## src/rtl/serial_strobe_tx.sv

```systemverilog
// serial_strobe_tx
// Send side of a strobe-qualified serial link. A START in IDLE captures
// DATA and emits a frame on OUT: a marker bit, the data MSB first, an
// optional even-parity bit, then GAP_CYCLES idle cycles with STB low.
// A receiver that samples OUT on every edge where STB=1 recovers the frame.
//
// Ports:
//   CLK    in          rising-edge clock
//   RST    in          asynchronous active-low reset
//   START  in          send request, sampled only in IDLE
//   DATA   in  [WIDTH] word to send, captured on the accepting edge
//   OUT    out         serial data line (registered)
//   STB    out         OUT carries a valid frame bit (registered)
//   BUSY   out         accepting edge until frame completes (registered)
//   DONE   out         one-cycle end-of-frame pulse (registered)
//
// state   | meaning
// --------+-----------------------------------------------
// S_IDLE  | waiting for START; OUT/STB/BUSY low
// S_MARK  | marker bit (OUT=1, STB=1), one cycle
// S_SHIFT | data bits MSB first, WIDTH cycles
// S_PAR   | even-parity bit, one cycle (PARITY_EN only)
// S_GAP   | STB low, BUSY high for GAP_CYCLES cycles

module serial_strobe_tx #(
    parameter int WIDTH      = 8,
    parameter bit PARITY_EN  = 1'b1,
    parameter int GAP_CYCLES = 2
) (
    input  logic             CLK,
    input  logic             RST,
    input  logic             START,
    input  logic [WIDTH-1:0] DATA,
    output logic             OUT,
    output logic             STB,
    output logic             BUSY,
    output logic             DONE
);

    localparam int MAXC = (WIDTH > GAP_CYCLES) ? WIDTH : GAP_CYCLES;
    localparam int CW   = $clog2(MAXC + 1);
    localparam logic [CW-1:0] CNT_SHIFT = CW'(WIDTH - 1);
    localparam logic [CW-1:0] CNT_GAP   = CW'(GAP_CYCLES - 1);

    typedef enum logic [2:0] {
        S_IDLE  = 3'd0,
        S_MARK  = 3'd1,
        S_SHIFT = 3'd2,
        S_PAR   = 3'd3,
        S_GAP   = 3'd4
    } state_t;

    state_t           state_q, state_d;
    logic [WIDTH-1:0] sreg_q, sreg_d;
    logic [CW-1:0]    cnt_q, cnt_d;
    logic             par_q, par_d;
    logic             out_q, out_d;
    logic             stb_q, stb_d;
    logic             busy_q, busy_d;
    logic             done_q, done_d;

    always_ff @(posedge CLK or negedge RST) begin
        if (!RST) begin
            state_q <= S_IDLE;
            sreg_q  <= '0;
            cnt_q   <= '0;
            par_q   <= 1'b0;
            out_q   <= 1'b0;
            stb_q   <= 1'b0;
            busy_q  <= 1'b0;
            done_q  <= 1'b0;
        end else begin
            state_q <= state_d;
            sreg_q  <= sreg_d;
            cnt_q   <= cnt_d;
            par_q   <= par_d;
            out_q   <= out_d;
            stb_q   <= stb_d;
            busy_q  <= busy_d;
            done_q  <= done_d;
        end
    end

    always_comb begin
        state_d = state_q;
        sreg_d  = sreg_q;
        cnt_d   = cnt_q;
        par_d   = par_q;
        case (state_q)
            S_IDLE: begin
                if (START) begin
                    sreg_d  = DATA;
                    par_d   = 1'b0;
                    cnt_d   = '0;
                    state_d = S_MARK;
                end
            end
            S_MARK: begin
                cnt_d   = CNT_SHIFT;
                state_d = S_SHIFT;
            end
            S_SHIFT: begin
                // The bit on OUT this cycle is the current MSB; fold it into parity.
                sreg_d = {sreg_q[WIDTH-2:0], 1'b0};
                par_d  = par_q ^ sreg_q[WIDTH-1];
                if (cnt_q == '0) begin
                    if (PARITY_EN) begin
                        cnt_d   = '0;
                        state_d = S_PAR;
                    end else begin
                        cnt_d   = CNT_GAP;
                        state_d = S_GAP;
                    end
                end else begin
                    cnt_d = cnt_q - CW'(1);
                end
            end
            S_PAR: begin
                cnt_d   = CNT_GAP;
                state_d = S_GAP;
            end
            S_GAP: begin
                if (cnt_q == '0) begin
                    cnt_d   = '0;
                    state_d = S_IDLE;
                end else begin
                    cnt_d = cnt_q - CW'(1);
                end
            end
            default: begin
                cnt_d   = '0;
                state_d = S_IDLE;
            end
        endcase
    end

    // Outputs are decoded from the next state so the registered pins line up
    // with the state they describe (marker visible right after the accepting edge).
    always_comb begin
        out_d  = 1'b0;
        stb_d  = 1'b0;
        busy_d = (state_d != S_IDLE);
        done_d = (state_q == S_GAP) && (state_d == S_IDLE);
        case (state_d)
            S_MARK: begin
                out_d = 1'b1;
                stb_d = 1'b1;
            end
            S_SHIFT: begin
                out_d = sreg_d[WIDTH-1];
                stb_d = 1'b1;
            end
            S_PAR: begin
                out_d = par_d;
                stb_d = 1'b1;
            end
            default: begin
                out_d = 1'b0;
                stb_d = 1'b0;
            end
        endcase
    end

    assign OUT  = out_q;
    assign STB  = stb_q;
    assign BUSY = busy_q;
    assign DONE = done_q;

endmodule

```

## config.mk

```make
export PLATFORM = sky130hd
export DESIGN_NAME = serial_strobe_tx
export DESIGN_NICKNAME = d
export VERILOG_FILES = /design/src/rtl/serial_strobe_tx.sv
export SDC_FILE = /design/constraint.sdc
export NUM_CORES = 1
export LEC_CHECK = 0
export CORE_MARGIN = 4
export CORE_UTILIZATION = 53
export DETAILED_ROUTE_END_ITERATION = 8
export MAX_ROUTING_LAYER = met4
export PLACE_DENSITY = 0.78
export SYNTH_ARGS = -nofsm -noshare
export SYNTH_HDL_FRONTEND = slang
export SYNTH_SLANG_ARGS = --single-unit
export TNS_END_PERCENT = 1
```

## constraint.sdc

```tcl
create_clock -name CLK -period 1.85 [get_ports CLK]
set_input_delay 0.37 -clock CLK [delete_from_list [all_inputs] [get_ports CLK]]
set_output_delay 0.37 -clock CLK [all_outputs]
set_load 0.01 [all_outputs]
```

==> run summary <==
Peak supply drop = 0.901 mV
Routability Congestion = 0.799
Diodes inserted = 0
Global-route wire length before repair = 3730 µm
CTS Root Cell = clkbuf_4
Worst R2R End = sreg_q[0]
Hpwl dp = 1540 µm
Met3 wire len = 82 µm
Largest net degree at the start of global routing = 21
CTS buffer count = 3
Chip width = 53.1 µm
Critical path launch point type = flop
Number of global-route vias before repair = 871
Count of input and output buffers = 14
Slowest cell on crit path = dfrtp_1
Layout Cells excl Fill = 151
Remaining antenna violation count = 0
Most frequent cells in the layout = 20 x dfrtp_1, 15 x a21oi_1, 14 x clkdlybuf4s50_1, 7 x nor2_1
Total power = 2.46 mW
Dominant synthesized flop cell = dfrtp_1
Fraction of registers with async set/reset = 100%
Final setup TNS = 0 ns
Iteration-0 DRC Markers = 13
Die Area = 2820 µm²
Top sig layer = met4
Flops & latches, synth = 20
Share of cells above drive strength 1 = 12.9%
Avg Cell Area, Syn = 9.99 µm²
Max-cap viol count = 0
YS warnings = 0
Postcts setup bufs = 0
DRC = 0
Reg-to-reg slack, setup = 0.25 ns
Fillcell total = 153
Routed WL = 2160 µm
Max-slew headroom at the worst pin = 56.5%
Register area share after synthesis = 46.4%
Syn Nets = 121
Max incr delay on CP = 0.64 ns
Fin crit period = 1.60 ns
Via count = 879
Status = finished, final reports clean
Sink Count = 20
R2R cell count = 3
Critical Path End Type = flop
Maximum clock path buffer count = 2
Cts hold-fix bufs = 0
Area of the multi-input gates = 518 µm²
Synth cell types = 35
Wl on met1 = 955 µm
Cells after Synth = 108
DR pass1 iterations = 4
Leakage = 0.544 nW
Sequential cell area = 500 µm²
CTS tree = built
Post-Synthesis Cell Area = 1080 µm²
Final Slew Violations = 0
Wirelength per Cell = 14.3 µm
Gr ovfl total = 0
Period utilisation layout = 86.5%
F_max = 625 MHz
RSZ-0062 raised after global routing = no
Min-Delay Path Class = in2async
CTS clk-pin slew, worst paths = 0.12 ns
Met2 routed WL = 1080 µm
Reg2Reg Launch Point = state_q[2]
Final Hold Fails = 0
Die Ht = 53.1 µm
Setup violators final = 0
Row cnt = 16
Layout Nets = 138
Slew of the pin with the lowest slew margin = 0.653 ns
Syn-to-layout area delta = 21.3%
Inst Count DP = 147
I/O pin cnt = 15
Initial antenna violation count = 0
Most common cell after layout, fill and taps aside = dfrtp_1
Post-cts resize count = 0
Initial Util = 55.5%
Post-synth EDFFs = 0
Total GRT Usage = 18.3%
Crit Path Max Fanout = 17
Worst skew pair latency = 0.31 ns
CTS HTree Levels = 1
Core ar. = 1940 µm²
Power Density = 1880 nW/µm²
Worst EP required = 2.05 ns
Crit path cell chain = nor2_1 -> nand2_1 -> a22o_1
Critical path class = reg2reg
Worst path arrival time = 1.80 ns
Drt via density = 5.82
Clk_skew = 0.0109 ns
-- cell usage after synthesis (3+ instances only) --
library cell / n / area (µm²)
nor2_1: 7 / 26.3
dfrtp_1: 20 / 500
a21oi_1: 15 / 75.1
nand2_1: 4 / 15.0
nor2b_1: 3 / 18.8
buf_2: 6 / 30.0
o211ai_1: 3 / 22.5
a31oi_1: 3 / 18.8
or3_1: 3 / 18.8
a22oi_1: 6 / 45.0
o21ai_0: 3 / 15.0
inv_1: 5 / 18.8
-- area by class of cell --
cell class / instances / share of cell area, %
multi-input combinational: 75 / 39.6
timing repair buffer: 20 / 14.1
inverter: 5 / 1.43
clock buffer: 3 / 1.72
tap: 27 / 2.58
sequential: 20 / 38.2
clock inverter: 1 / 2.29
-- registers in the layout, summed over array words and instances (netlist names) --
| name | cells |
|---|---|
| sreg_q | 8 |
| cnt_q | 4 |
| state_q | 3 |
| BUSY | 1 |
| DONE | 1 |
| OUT | 1 |
| STB | 1 |
| par_q | 1 |
-- cells by family after synthesis --
family          count (synthesis)  share of synthesized area (%)
fa+ha+maj                       2                           2.32
buf+inv                        13                           5.57
compound gates                 37                           21.8
simple gates                   31                           18.9
xor+xnor                        3                           3.13
flops                          20                           46.4
mux                             2                           1.86
-- layer usage --
layer,vias to the layer above,GRT usage [%]
met2,18,29.1
li1,426,-
met1,431,23.7
met4,0,7.23
met3,4,2.54
met5,-,-
-- worst max-delay path by stage --
| stage | from | to | slack, ns | depth (start not counted) |
|---|---|---|---|---|
| 3_3_place_gp | START | sreg_q[6] | 0.18 | 4 |
| 5_1_grt | state_q[0] | sreg_q[0] | 0.13 | 3 |
| 2_1_floorplan | cnt_q[0] | OUT | 0.39 | 5 |
| 6_report | state_q[2] | sreg_q[0] | 0.25 | 3 |
| 4_1_cts | cnt_q[0] | cnt_q[2] | 0.26 | 5 |
| 3_5_place_dp | START | sreg_q[5] | 0.12 | 4 |
-- report_power, final --
| group | switching, mW | leakage [nW] | internal, mW |
|---|---|---|---|
| clock | 0.145 | 0.0279 | 0.219 |
| sequential | 0.275 | 0.246 | 0.648 |
| combinational | 0.572 | 0.269 | 0.596 |
-- critical path: cells and delay by family, from the launching register on --
kind | cells | cell delay [ns]
DFF | 1 | 0.64
and+or+nand+nor | 2 | 0.58
AOI/OAI and AO/OA | 1 | 0.26
-- metrics by stage --
stage          util, %  setup slack (ns)  instance area [µm²]  hold WS (ns)
2_1_floorplan        -             0.395                 1080        0.0744
3_3_place_gp      64.7             0.178                 1260         0.481
3_5_place_dp      64.7             0.120                 1260         0.493
4_1_cts           67.4             0.261                 1310         0.382
5_1_grt           67.4             0.126                 1310         0.392
6_report          67.4             0.250                 1310         0.374
No activity file was read; power rests on OpenSTA's default activity.
